### config.mk
export PLATFORM = sky130hd
export DESIGN_NAME = jtag_master_seq
export DESIGN_NICKNAME = d
export VERILOG_FILES = /design/src/rtl/jtag_master_pkg.sv /design/src/rtl/jtag_tck_gen.sv /design/src/rtl/jtag_master_seq.sv
export SDC_FILE = /design/constraint.sdc
export NUM_CORES = 1
export LEC_CHECK = 0
export ABC_AREA = 1
export BUFFER_PORTS_ARGS = -buffer_cell sky130_fd_sc_hd__buf_2
export CAP_MARGIN = 20
export CORE_AREA = 10 10 141 117
export DETAILED_ROUTE_END_ITERATION = 8
export DIE_AREA = 0 0 151 127
export PLACE_DENSITY_LB_ADDON = 0.12
export SLEW_MARGIN = 20
export SYNTH_ARGS = -nofsm -noshare
export SYNTH_HDL_FRONTEND = slang
export SYNTH_SLANG_ARGS = --single-unit
### constraint.sdc
create_clock -name clk -period 7.5 [get_ports clk]
set_input_delay 0.375 -clock clk [delete_from_list [all_inputs] [get_ports clk]]
set_output_delay 0.375 -clock clk [all_outputs]
set_load 0.02 [all_outputs]
### src/rtl/jtag_master_pkg.sv
// jtag_master_pkg: FSM states, TMS walk paths (LSB first) and step counts for the JTAG master
package jtag_master_pkg;
    typedef enum logic [2:0] {IDLE, TRST, SEL, SHIFT, EXIT, RESP} state_e;
    localparam logic [2:0] SEL_DR   = 3'b001;
    localparam logic [3:0] SEL_IR   = 4'b0011;
    localparam logic [5:0] TRST_SEQ = 6'b011111;
    localparam logic [1:0] EXIT_SEQ = 2'b01;
    localparam int TRST_STEPS   = 6;
    localparam int SEL_DR_STEPS = 3;
    localparam int SEL_IR_STEPS = 4;
    localparam int EXIT_STEPS   = 2;
endpackage

### src/rtl/jtag_tck_gen.sv
// jtag_tck_gen: divides clk into tck while enabled, with strobes marking the edges that raise/lower tck
module jtag_tck_gen #(
    parameter int CLK_DIV = 2
) (
    input  logic clk,
    input  logic rst_n,
    input  logic en,
    output logic tck,
    output logic rise_stb,
    output logic fall_stb
);
    localparam int CW = CLK_DIV > 1 ? $clog2(CLK_DIV) : 1;
    logic [CW-1:0] cnt;
    logic wrap;
    assign wrap     = en && cnt == CW'(CLK_DIV - 1);
    assign rise_stb = wrap && !tck;
    assign fall_stb = wrap && tck;
    always_ff @(posedge clk or negedge rst_n) begin
        if (!rst_n) begin
            cnt <= '0;
            tck <= 1'b0;
        end else if (!en) begin
            cnt <= '0;
            tck <= 1'b0;
        end else begin
            cnt <= wrap ? '0 : cnt + CW'(1);
            tck <= tck ^ wrap;
        end
    end
endmodule

### src/rtl/jtag_master_seq.sv
// jtag_master_seq: request-driven JTAG master walking the TAP for reset, IR and DR scans
module jtag_master_seq
    import jtag_master_pkg::*;
#(
    parameter int DATA_W  = 64,
    parameter int LEN_W   = $clog2(DATA_W + 1),
    parameter int CLK_DIV = 2
) (
    input  logic              clk,
    input  logic              rst_n,
    input  logic              req_valid_i,
    output logic              req_ready_o,
    input  logic              req_reset_i,
    input  logic              req_ir_i,
    input  logic [LEN_W-1:0]  req_len_i,
    input  logic [DATA_W-1:0] req_data_i,
    output logic              rsp_valid_o,
    input  logic              rsp_ready_i,
    output logic [DATA_W-1:0] rsp_data_o,
    output logic              busy_o,
    output logic              tck_o,
    output logic              tms_o,
    output logic              tdi_o,
    output logic              trstn_o,
    input  logic              tdo_i
);
    localparam int SW = LEN_W > 3 ? LEN_W : 3;
    state_e state, state_n;
    logic ir_q, last, tms_n, busy, rise_stb, fall_stb;
    logic [LEN_W-1:0] len_q, req_len;
    logic [DATA_W-1:0] data_q, cap, data_sh;
    logic [SW-1:0] step, step_n, nsteps;
    logic [5:0] seq, seq_sh;
    assign req_len    = req_len_i > LEN_W'(DATA_W) ? LEN_W'(DATA_W) : req_len_i;
    assign rsp_data_o = cap;
    jtag_tck_gen #(.CLK_DIV(CLK_DIV)) u_tck (
        .clk      (clk),
        .rst_n    (rst_n),
        .en       (busy),
        .tck      (tck_o),
        .rise_stb (rise_stb),
        .fall_stb (fall_stb)
    );
    always_ff @(posedge clk or negedge rst_n) begin
        if (!rst_n) state <= IDLE;
        else        state <= state_n;
    end
    // a step ends on the tck falling edge; the last step of a phase advances the FSM
    always_comb begin
        nsteps  = state == TRST  ? SW'(TRST_STEPS) :
                  state == SEL   ? SW'(ir_q ? SEL_IR_STEPS : SEL_DR_STEPS) :
                  state == SHIFT ? SW'(len_q) : SW'(EXIT_STEPS);
        last    = fall_stb && step == nsteps - SW'(1);
        step_n  = last ? '0 : step + SW'(1);
        state_n = state;
        case (state)
            IDLE:    if (req_valid_i) state_n = req_reset_i ? TRST : req_len == '0 ? RESP : SEL;
            TRST:    if (last) state_n = RESP;
            SEL:     if (last) state_n = SHIFT;
            SHIFT:   if (last) state_n = EXIT;
            EXIT:    if (last) state_n = RESP;
            RESP:    if (rsp_ready_i) state_n = IDLE;
            default: state_n = IDLE;
        endcase
    end
    always_comb begin
        req_ready_o = state == IDLE;
        rsp_valid_o = state == RESP;
        busy        = state != IDLE && state != RESP;
        busy_o      = busy;
    end
    // TMS/TDI for the step about to begin, looked up from the next state and step
    always_comb begin
        seq     = state_n == TRST ? TRST_SEQ :
                  state_n == SEL  ? (ir_q ? 6'(SEL_IR) : 6'(SEL_DR)) :
                  state_n == EXIT ? 6'(EXIT_SEQ) : '0;
        seq_sh  = seq >> step_n;
        tms_n   = state_n == SHIFT ? step_n == SW'(len_q) - SW'(1) : seq_sh[0];
        data_sh = data_q >> step_n;
    end
    always_ff @(posedge clk or negedge rst_n) begin
        if (!rst_n) begin
            trstn_o <= 1'b0;
            tms_o   <= 1'b1;
            tdi_o   <= 1'b0;
            ir_q    <= 1'b0;
            len_q   <= '0;
            data_q  <= '0;
            cap     <= '0;
            step    <= '0;
        end else begin
            trstn_o <= 1'b1;
            if (state == IDLE && req_valid_i) begin
                ir_q   <= req_ir_i;
                len_q  <= req_len;
                data_q <= req_data_i;
                cap    <= '0;
                step   <= '0;
                if (state_n != RESP) tms_o <= 1'b1;
            end else if (fall_stb) begin
                step  <= step_n;
                tms_o <= tms_n;
                tdi_o <= state_n == SHIFT && data_sh[0];
            end
            if (state == SHIFT && rise_stb) cap <= cap | (DATA_W'(tdo_i) << step);
        end
    end
endmodule

==> results.cfg <==
[run_status]
outcome = finished, violations left
violations = negative hold slack

[drt]
vias = 6654
drc = 0
drtIter0Drc = 687
vias_per_cell = 5.26
antenna_left = 0
drt-pass1-iter-count = 5
wl_per_cell_um = 16.2
drt-total-wl_um = 20500

[timing]
timing.fmax_mhz = 269
post-route-min-period_ns = 3.72
fin_skew_ns = 0.0103
tns_ns = 0
finalHoldViolCount = 35
period_share_pct = 49.6
slew_viol_final = 0
worst_pin_slew_ns = 0.920
rsz0062_at_grt = false
slew_headroom_pct = 38.7
timing.hold.ws_ns = -0.0222
setup_viol = 0

[die]
die_area_mm2 = 0.0192
die_h_um = 127
initial_utilization_pct = 52.9
die_x_um = 151
ios = 149
num_rows = 39
core-area_mm2 = 0.0139

[synthesis]
syn_nets = 1030
synth_area_mm2 = 0.00733
ys_ff_latch = 151
synth_xor_area_share_pct = 2.15
synth_compound_area_share_pct = 7.42
synthDistinctLibCells = 35
synth_area_leaders = dfrtp_1 (51%), nand2_1 (19%), nand3_1 (6.5%), o21ai_0 (5.8%), inv_1 (2.8%)
synthMuxAreaShare_pct = 0
synth_top_cell_area_share_pct = 51.2
synthAdderAreaFrac_pct = 0.853
synth_warnings = 0
synth_top_family_by_area = simple AND/OR/NAND/NOR gates
synthCells = 947
postSynthAreaPerCell_um2 = 7.75
ys_seq_area_share_pct = 51.5
yosys.area.top_type = dfrtp_1
synthSimpleGateAreaFrac_pct = 31.7

[cts]
cts_setup_buffers = 0
cts_buffers = 17
clock_path_buffers = 2
cts_tree = yes
cts_resized = 0
hold_buffers = 0
clkSlewWorstSetupHoldPaths_ns = 0.06
htreeDepth = 4
cts-root-buf = clkbuf_16
cts.sinks = 151
insertion_delay_ns = 0.43

[worst_setup_path]
rr_worst_depth = 25
r2r_start = state[1]
arrival_ns = 4.04
r2r_end = tdi_o
start_kind = register
path_class = register to register
crit_fanout = 34
cp_data_required_time_ns = 7.82
end_kind = register
reg2reg_slack_ns = 3.78

[power]
powerDensity_mw_per_mm2 = 376
power.total_mw = 3.27
leakage_nw = 4.65
vdd_ir_drop_max_v = 0.000253

[layout]
antennaDiodeCount = 0
area_growth_pct = 18.8
layout_commonest_cell = nand2_1
drive_gt1_share_pct = 19.1
fill_cells = 1270
layout_common_cells = nand2_1 (377), dfrtp_1 (150), buf_2 (147), nand3_1 (95), o21ai_0 (85)
nets = 1152

[global_routing]
antenna_found_initial = 0
grt_usage_pct = 21.4
grt_pass1_wl_um = 33200
grt_pass1_vias = 6400
overflow = 0
grt_max_degree = 86

[min_path]
hp-class = input port to async pin

[placed_design]
dpl.hpwl_um = 14300
place_congestion = 0.948
io_buffers = 148

[run]
cap_violations = 0
-- state kept, by name, summed over array words and instances (netlist names) --
signal and flops:
data_q 64, rsp_data_o 64, len_q 7, step 7, state 3, ir_q 1
tdi_o 1, tms_o 1, trstn_o 1, u_tck.cnt 1, u_tck.tck 1
-- per-layer routing --
metal	GRT usage [%]	wire (µm)
met1	31.8	9850
met2	29.9	8780
met3	6.07	1650
met4	5.77	193
met5	0	0
-- cells in the mapped netlist --
| cell type | count |
|---|---|
| nand3b_1 | 1 |
| o22ai_1 | 7 |
| o21ai_0 | 85 |
| ha_1 | 5 |
| clkinv_1 | 2 |
| o21ai_2 | 2 |
| buf_2 | 4 |
| nand3_1 | 95 |
| nor2_1 | 42 |
| nand2_4 | 1 |
| clkbuf_1 | 37 |
| nand2_1 | 378 |
| buf_6 | 3 |
| nand4_2 | 1 |
| a21oi_1 | 4 |
| inv_2 | 6 |
| nand3_2 | 1 |
| nand3_4 | 1 |
| dfrtp_1 | 150 |
| nand2_2 | 4 |
| nor2_2 | 4 |
| nor4_1 | 2 |
| dfstp_2 | 1 |
| buf_1 | 1 |
| a22oi_1 | 2 |
| nand4_1 | 14 |
| nor3_1 | 12 |
| buf_4 | 4 |
| o21ai_1 | 3 |
| xor2_1 | 14 |
| conb_1 | 1 |
| inv_1 | 54 |
| or2_2 | 1 |
| xnor2_1 | 4 |
| a21o_1 | 1 |
-- worst max-delay path, cell delays in order (launching register included) --
cell and delay [ns]:
dfrtp_1 0.50, nor2_1 0.15, inv_1 0.06, nor2_1 0.30, inv_1 0.08, nand2_1 0.14, nor2_1 0.08, ha_1 0.21
inv_1 0.08, a21oi_1 0.04, o21ai_0 0.08, nor2_1 0.07, nand3_1 0.08, nor2_2 0.06, nand2_4 0.31, nand2_2 0.36
nor2_1 0.41, nand3_1 0.12, nand2_1 0.08, nor2_1 0.05, nand2_1 0.06, nand2_1 0.05, nand2_1 0.05, nand3_1 0.07
nand3_1 0.08, nand2_1 0.05
-- worst max path at each step --
stage	from	endpoint	slack (ns)	cells past startpoint
final	state[1]	tdi_o	3.78	25
after global routing	state[1]	tdi_o	3.36	25
after CTS	state[1]	tdi_o	3.84	25
after detailed placement	state[1]	tdi_o	3.88	25
after global placement	state[1]	tdi_o	3.96	25
after floorplan	state[1]	tdi_o	4.57	24
-- through the flow --
stage                     instance area, µm²  hold slack [ns]  cells  util (%)  setup WS, ns
final                                   8720          -0.0222   1266      62.9          3.78
after global routing                    8720           0.0256   1266      62.9          3.36
after CTS                               8720         0.000683   1266      62.9          3.84
after detailed placement                8120            0.420   1234      58.6          3.88
after global placement                  8120            0.421   1234      58.6          3.96
after floorplan                         7330           0.0794    947         -          4.57
-- cell type report --
class                      count  area [µm²]  share of cell area, %
timing repair buffer         152         777                   8.91
clock buffer                  18         429                   4.92
tap                          184         230                   2.64
multi-input combinational    685        3100                   35.6
sequential                   151        3780                   43.4
clock inverter                14         164                   1.88
inverter                      62         233                   2.67
-- report_power, final --
part	total [mW]	internal, mW	leakage (nW)	switching (mW)
Clock	0.868	0.501	0.287	0.368
Sequential	1.19	1.02	1.99	0.166
Combinational	1.22	0.412	2.38	0.804
Total	3.27	1.94	4.65	1.34
-- cells by family after synthesis --
| group | after synthesis |
|---|---|
| compound gates | 104 |
| xor+xnor | 18 |
| fa+ha+maj | 5 |
| buf+inv | 111 |
| flops | 151 |
| other cells | 1 |
| simple gates | 557 |
(Power assumes the default switching activity.)
